--- src/rtl/pipe_stall_flush_ctrl_pkg.sv ---
// Shared definitions for the pipeline stall/flush controller:
// FSM state encoding, stall-bit polarity constants and the stall-bus width helper.
package pipe_stall_flush_ctrl_pkg;

  typedef enum logic [1:0] {
    ST_RUN        = 2'd0,
    ST_FLUSH_WAIT = 2'd1,
    ST_FLUSH      = 2'd2
  } ctrl_state_e;

  localparam logic STOP   = 1'b1;
  localparam logic NOSTOP = 1'b0;

  // The stall bus carries one bit per pipeline stage plus bit 0 for the PC register.
  function automatic int stall_bus_w(input int nstage);
    return nstage + 1;
  endfunction

endpackage

--- src/rtl/pipe_stall_flush_ctrl_if.sv ---
// Bundle of request/response signals between the pipeline and its stall/flush controller.
// The pipeline side uses the master modport, the controller uses the slave modport.
interface pipe_stall_flush_ctrl_if #(
  parameter int NSTAGE = 5,
  parameter int PC_W   = 32,
  parameter int CNT_W  = 32
) ();

  logic [NSTAGE-1:0] stallreq;
  logic              flush_req;
  logic [PC_W-1:0]   flush_pc_i;
  logic [NSTAGE:0]   stall;
  logic              flush;
  logic [PC_W-1:0]   flush_pc;
  logic              flush_pending;
  logic              stall_timeout;
  logic [CNT_W-1:0]  stall_cycles;

  modport master (
    output stallreq, flush_req, flush_pc_i,
    input  stall, flush, flush_pc, flush_pending, stall_timeout, stall_cycles
  );

  modport slave (
    input  stallreq, flush_req, flush_pc_i,
    output stall, flush, flush_pc, flush_pending, stall_timeout, stall_cycles
  );

endinterface

--- src/rtl/pipe_stall_flush_ctrl_stall_mask_enc.sv ---
// Priority encoder turning per-stage stall requests into a thermometer stall mask.
// The deepest requesting stage stalls itself and everything upstream, including the PC.
module stall_mask_enc
  import pipe_stall_flush_ctrl_pkg::*;
#(
  parameter int NSTAGE   = 5,
  parameter bit IF_AS_ID = 1'b1
) (
  input  logic [NSTAGE-1:0] stallreq,
  output logic [NSTAGE:0]   mask
);

  int k;

  // Find the deepest requesting stage, then fill the mask from bit 0 up to it.
  always_comb begin
    k = 0;
    for (int i = 0; i < NSTAGE; i++) begin
      if (stallreq[i]) k = i + 1;
    end
    if (IF_AS_ID && k == 1) k = 2;
    mask = '0;
    for (int j = 0; j <= NSTAGE; j++) begin
      mask[j] = (k != 0 && j <= k) ? STOP : NOSTOP;
    end
  end

endmodule

--- src/rtl/pipe_stall_flush_ctrl.sv ---
// Pipeline control unit: merges stall requests into the stall bus, sequences
// flushes that must wait behind memory-side stalls, and keeps stall statistics.
module pipe_stall_flush_ctrl
  import pipe_stall_flush_ctrl_pkg::*;
#(
  parameter int NSTAGE    = 5,
  parameter int MEM_STAGE = 4,
  parameter bit IF_AS_ID  = 1'b1,
  parameter int PC_W      = 32,
  parameter int CNT_W     = 32,
  parameter int TIMEOUT   = 1024
) (
  input logic                    cpu_clk_50M,
  input logic                    cpu_rst,
  pipe_stall_flush_ctrl_if.slave bus
);

  localparam int SW = stall_bus_w(NSTAGE);
  localparam int CW = $clog2(TIMEOUT + 1);
  localparam logic [CW-1:0] CONSEC_MAX = CW'(TIMEOUT);

  ctrl_state_e     state_q, state_d;
  logic [PC_W-1:0] pend_pc_q, pend_pc_d;
  logic [PC_W-1:0] flush_pc_q, flush_pc_d;
  logic            flush_q, flush_d;
  logic            pending_q, pending_d;
  logic [CNT_W-1:0] cycles_q, cycles_d;
  logic [CW-1:0]   consec_q, consec_d;
  logic            timeout_q, timeout_d;

  logic [SW-1:0]   mask;
  logic [SW-1:0]   stall_c;
  logic            blk;

  stall_mask_enc #(
    .NSTAGE   (NSTAGE),
    .IF_AS_ID (IF_AS_ID)
  ) u_enc (
    .stallreq (bus.stallreq),
    .mask     (mask)
  );

  assign blk = |bus.stallreq[NSTAGE-1:MEM_STAGE-1];

  // The stall bus is released during reset and during the flush cycle so the flush can propagate.
  always_comb begin
    stall_c = mask;
    if (cpu_rst || state_q == ST_FLUSH) stall_c = '0;
  end

  // Flush sequencing: a request that meets a memory-side stall is parked until that stall drops.
  always_comb begin
    state_d    = state_q;
    pend_pc_d  = pend_pc_q;
    flush_pc_d = flush_pc_q;
    case (state_q)
      ST_RUN: begin
        if (bus.flush_req) begin
          if (blk) begin
            state_d   = ST_FLUSH_WAIT;
            pend_pc_d = bus.flush_pc_i;
          end else begin
            state_d    = ST_FLUSH;
            flush_pc_d = bus.flush_pc_i;
          end
        end
      end
      ST_FLUSH_WAIT: begin
        if (!blk) begin
          state_d    = ST_FLUSH;
          flush_pc_d = pend_pc_q;
        end
      end
      ST_FLUSH: state_d = ST_RUN;
      default:  state_d = ST_RUN;
    endcase
    flush_d   = (state_d == ST_FLUSH);
    pending_d = (state_d == ST_FLUSH_WAIT);
  end

  // Total and consecutive stall counters; both saturate rather than wrap.
  always_comb begin
    cycles_d  = cycles_q;
    consec_d  = '0;
    timeout_d = 1'b0;
    if (|stall_c) begin
      if (cycles_q != '1) cycles_d = cycles_q + CNT_W'(1);
      consec_d  = (consec_q == CONSEC_MAX) ? consec_q : consec_q + CW'(1);
      timeout_d = (consec_d == CONSEC_MAX);
    end
  end

  // State, latched PCs, registered outputs and counters.
  always_ff @(posedge cpu_clk_50M) begin
    if (cpu_rst) begin
      state_q    <= ST_RUN;
      pend_pc_q  <= '0;
      flush_pc_q <= '0;
      flush_q    <= 1'b0;
      pending_q  <= 1'b0;
      cycles_q   <= '0;
      consec_q   <= '0;
      timeout_q  <= 1'b0;
    end else begin
      state_q    <= state_d;
      pend_pc_q  <= pend_pc_d;
      flush_pc_q <= flush_pc_d;
      flush_q    <= flush_d;
      pending_q  <= pending_d;
      cycles_q   <= cycles_d;
      consec_q   <= consec_d;
      timeout_q  <= timeout_d;
    end
  end

  assign bus.stall         = stall_c;
  assign bus.flush         = flush_q;
  assign bus.flush_pc      = flush_pc_q;
  assign bus.flush_pending = pending_q;
  assign bus.stall_timeout = timeout_q;
  assign bus.stall_cycles  = cycles_q;

endmodule

--- src/flat_wrapper.sv ---
// flat-port wrapper written by rule: the top's interface ports become plain ports
module pipe_stall_flush_ctrl_flat import pipe_stall_flush_ctrl_pkg::*;
#(
  parameter int NSTAGE    = 5,
  parameter int MEM_STAGE = 4,
  parameter bit IF_AS_ID  = 1'b1,
  parameter int PC_W      = 32,
  parameter int CNT_W     = 32,
  parameter int TIMEOUT   = 1024
)
  (cpu_clk_50M, cpu_rst, bus_stallreq, bus_flush_req, bus_flush_pc_i, bus_stall, bus_flush, bus_flush_pc, bus_flush_pending, bus_stall_timeout, bus_stall_cycles);
  pipe_stall_flush_ctrl_if #(.NSTAGE(NSTAGE), .PC_W(PC_W), .CNT_W(CNT_W)) bus_i ();
  input logic cpu_clk_50M;
  input logic cpu_rst;
  input wire logic [$bits(bus_i.stallreq)-1:0] bus_stallreq;
  input wire logic [$bits(bus_i.flush_req)-1:0] bus_flush_req;
  input wire logic [$bits(bus_i.flush_pc_i)-1:0] bus_flush_pc_i;
  output wire logic [$bits(bus_i.stall)-1:0] bus_stall;
  output wire logic [$bits(bus_i.flush)-1:0] bus_flush;
  output wire logic [$bits(bus_i.flush_pc)-1:0] bus_flush_pc;
  output wire logic [$bits(bus_i.flush_pending)-1:0] bus_flush_pending;
  output wire logic [$bits(bus_i.stall_timeout)-1:0] bus_stall_timeout;
  output wire logic [$bits(bus_i.stall_cycles)-1:0] bus_stall_cycles;
  assign bus_i.stallreq = bus_stallreq;
  assign bus_i.flush_req = bus_flush_req;
  assign bus_i.flush_pc_i = bus_flush_pc_i;
  assign bus_stall = bus_i.stall;
  assign bus_flush = bus_i.flush;
  assign bus_flush_pc = bus_i.flush_pc;
  assign bus_flush_pending = bus_i.flush_pending;
  assign bus_stall_timeout = bus_i.stall_timeout;
  assign bus_stall_cycles = bus_i.stall_cycles;
  pipe_stall_flush_ctrl #(.NSTAGE(NSTAGE), .MEM_STAGE(MEM_STAGE), .IF_AS_ID(IF_AS_ID), .PC_W(PC_W), .CNT_W(CNT_W), .TIMEOUT(TIMEOUT)) u_core (.cpu_clk_50M(cpu_clk_50M), .cpu_rst(cpu_rst), .bus(bus_i));
endmodule
--- config.mk ---
export PLATFORM = sky130hd
export DESIGN_NAME = pipe_stall_flush_ctrl_flat
export DESIGN_NICKNAME = d
export VERILOG_FILES = /design/src/rtl/pipe_stall_flush_ctrl_pkg.sv /design/src/rtl/pipe_stall_flush_ctrl_if.sv /design/src/rtl/pipe_stall_flush_ctrl_stall_mask_enc.sv /design/src/rtl/pipe_stall_flush_ctrl.sv /design/src/flat_wrapper.sv
export SDC_FILE = /design/constraint.sdc
export NUM_CORES = 1
export LEC_CHECK = 0
export BUFFER_PORTS_ARGS = -buffer_cell sky130_fd_sc_hd__buf_2
export CORE_MARGIN = 2
export CORE_UTILIZATION = 45
export DETAILED_ROUTE_END_ITERATION = 8
export MAX_ROUTING_LAYER = met4
export PLACE_DENSITY = 0.64
export SLEW_MARGIN = 10
export SYNTH_ARGS = -nofsm -noshare
export SYNTH_HDL_FRONTEND = slang
export SYNTH_SLANG_ARGS = --single-unit
--- constraint.sdc ---
create_clock -name cpu_clk_50M -period 6.31 [get_ports cpu_clk_50M]
set_clock_uncertainty 0.15 [all_clocks]
set_input_delay 0.631 -clock cpu_clk_50M [delete_from_list [all_inputs] [get_ports cpu_clk_50M]]
set_output_delay 0.631 -clock cpu_clk_50M [all_outputs]
set_load 0.02 [all_outputs]
==> results.toml <==
[outcome]
status = "finished, final reports clean"

[clock_tree]
postCtsSetupBuffers = 0
numCtsBuffers = 9
cts-htree-levels = 3
clock_latency_ns = 0.38
clk_transition_reported_paths_ns = 0.10
cts_buffer_depth = 2
ctsHoldBuffers = 0
cts.repair.resized = 0
cts_tree = "built"
cts_sinks = 112
clock-root-buffer = "clkbuf_8"

[sta]
layout_setup_ws_ns = 3.679
finalSetupTns_ns = 0
fin_crit_sh_pct = 41.69
setup-violations-final = 0
tightest_slew_ns = 1.137
rsz0062_at_grt = "no"
hold_violations = 0
period_minus_slack_ns = 2.631
fmax_ghz = 0.3801
relSlewSlack_pct = 23.98
finalMaxSlewViolations = 0

[critical_path]
slowest_stage = "nand2_1"
critPathMaxFanout = 14
start_kind = "input pin"
crit_type = "input pin to output port"
crit_chain = "buf_2 -> nor3_1 -> nand2_1 -> nand2_1 -> inv_4 -> buf_2"
end_kind = "output port"
arrival_ns = 1.85
slowest_delay_ns = 0.40
worstPathRequired_ns = 5.53
ff2ff_path_depth = 6

[pwr]
leakagePower_uw = 0.002410
worst_ir_drop_vdd_uv = 188.8
power_density_nw_per_um2 = 233.7
power_uw = 1355

[route]
ant_nets = 0
drtPass1Iterations = 5
vias = 4427
drc = 0
routed_via_density = 5.366
routed_wl_mm = 11.53
drtIter0Drc = 205
wl_per_cell_um = 13.97

[placed_design]
dpl_worst_slack_ns = 3.486
portBuffers = 112
gp_congestion = 0.8628
place_hpwl_mm = 7.912

[cells_and_area]
multi_input_area_sq_um = 2536
regArea_sq_um = 2242
final_util_pct = 53.47
area_growth_pct = 16.09
fin_nets = 722
drive_gt1_share_pct = 21.93
n_fill_cell = 1106

[synth]
synth_seq_area_share_pct = 44.90
yosys_register_bits = 112
yosysWarningCount = 0
synth_edf_count = 0
ys_types = 47
synthCells = 589
syn_area_per_cell_sq_um = 8.478
async_flop_share_pct = 0
netlist_area_sq_um = 4994
syn_nets = 632
synth_flop_cell = "dfxtp_1"

[die]
rows = 38
num_io_pins = 113
dieArea_sq_um = 11960
die_h_um = 109.3
start_util_pct = 46.06
core_sq_um = 10840
dieWidth_um = 109.3

[grt]
grt_max_degree = 84
grt_overflow_total = 0
antenna_found_initial = 0
grt_pass1_wl_mm = 18.89
grt_pass1_vias = 4145
track_usage_pct = 20.41

[hold_path]
holdPathStages = 2
holdCritPathClass = "flop to flop"

[job]
drv_cap = 0
==> Yosys cell counts (6+ instances only) <==
| master | n | area, sq um |
|---|---|---|
| o21ai_0 | 21 | 105.1 |
| inv_1 | 14 | 52.55 |
| dfxtp_1 | 112 | 2242 |
| nand3_1 | 19 | 95.09 |
| nand2_1 | 84 | 315.3 |
| mux2i_1 | 34 | 340.3 |
| nor2_1 | 56 | 210.2 |
| o31ai_1 | 8 | 60.06 |
| nor4_1 | 6 | 37.54 |
| clkbuf_1 | 29 | 108.9 |
| or3_1 | 15 | 93.84 |
| xor2_1 | 8 | 70.07 |
| and2_1 | 6 | 37.54 |
| a211oi_1 | 34 | 255.2 |
| a21oi_1 | 61 | 305.3 |
| or4_1 | 6 | 45.04 |
| nor3_1 | 9 | 45.04 |
| nand4_1 | 11 | 68.82 |
==> cell families (layout without fill, tap and decap cells) <==
group / after synthesis / count (layout) / synth area share [%]
compound gates: 132 / 132 / 16.09
other cells: 0 / 1 / 0
flops: 112 / 112 / 44.90
mux: 37 / 37 / 7.492
simple gates: 243 / 243 / 24.36
xor+xnor: 11 / 11 / 1.929
buf+inv: 51 / 146 / 4.485
fa+ha+maj: 3 / 3 / 0.7518
==> area by class of cell <==
class | count | area share [%]
multi-input cells | 426 | 43.75
flip-flops and latches | 112 | 38.68
well taps | 140 | 3.022
clock buffers | 9 | 2.137
inverters | 15 | 1.014
diodes | 1 | 0.04317
repair buffers | 115 | 10.10
clock inverters | 7 | 1.252
==> power breakdown <==
part	internal, uW	switching (uW)
sequential	736	17.2
combinational	63.6	106
clock	184	248
==> cell usage in the layout (no fill, tap or decap), drive strengths merged, types with 2 or more instances in the layout <==
master	instances
a211oi	34
a21oi	61
and2	6
and3	5
and4	5
buf	115
clkbuf	9
clkinv	4
clkinvlp	2
dfxtp	112
ha	3
inv	15
mux2	3
mux2i	34
nand2	85
nand2b	3
nand3	19
nand4	11
nor2	56
nor2b	3
nor3	11
nor4	8
nor4b	2
o21ai	21
o31ai	9
or3	18
or4	10
xnor2	3
xor2	8
==> through the flow <==
step           cells  area (sq um)  hold WS, ns
6_report         825          5797       0.3061
2_1_floorplan    589          4994       0.2857
3_3_place_gp     808          5598       0.2907
4_1_cts          824          5794       0.3107
5_1_grt          824          5794       0.3218
3_5_place_dp     808          5598       0.2958
==> per-layer routing <==
| metal | wire length, um | global-route usage, % |
|---|---|---|
| met4 | 190 | 7.866 |
| met5 | 0 | - |
| met3 | 558 | 4.446 |
| met2 | 5534 | 32.98 |
| met1 | 5245 | 24.96 |
==> sequential cells by signal (all words and copies together) (netlist names) <==
signal	flops
u_core.bus.flush	1
u_core.bus.flush_pc	32
u_core.bus.flush_pending	1
u_core.bus.stall_cycles	32
u_core.bus.stall_timeout	1
u_core.consec_q	11
u_core.pend_pc_q	32
u_core.state_q	2
==> path summary, 6_finish.rpt <==
path / endpoint / slack, ns / start
setup / recovery: bus_stall[2] / 3.68 / bus_stallreq[4]
hold / removal: u_core.pend_pc_q[30] / 0.31 / u_core.pend_pc_q[30]
setup reg to reg: u_core.bus.stall_cycles[21] / 3.71 / u_core.bus.stall_cycles[0]
hold reg to reg: u_core.pend_pc_q[30] / 0.31 / u_core.pend_pc_q[30]
==> critical path: cells and delay by family <==
| family | cells | cell delay, ns |
|---|---|---|
| buffers and inverters | 3 | 0.48 |
| and+or+nand+nor | 3 | 0.74 |
Note: power is estimated with default switching activity, not from simulation.
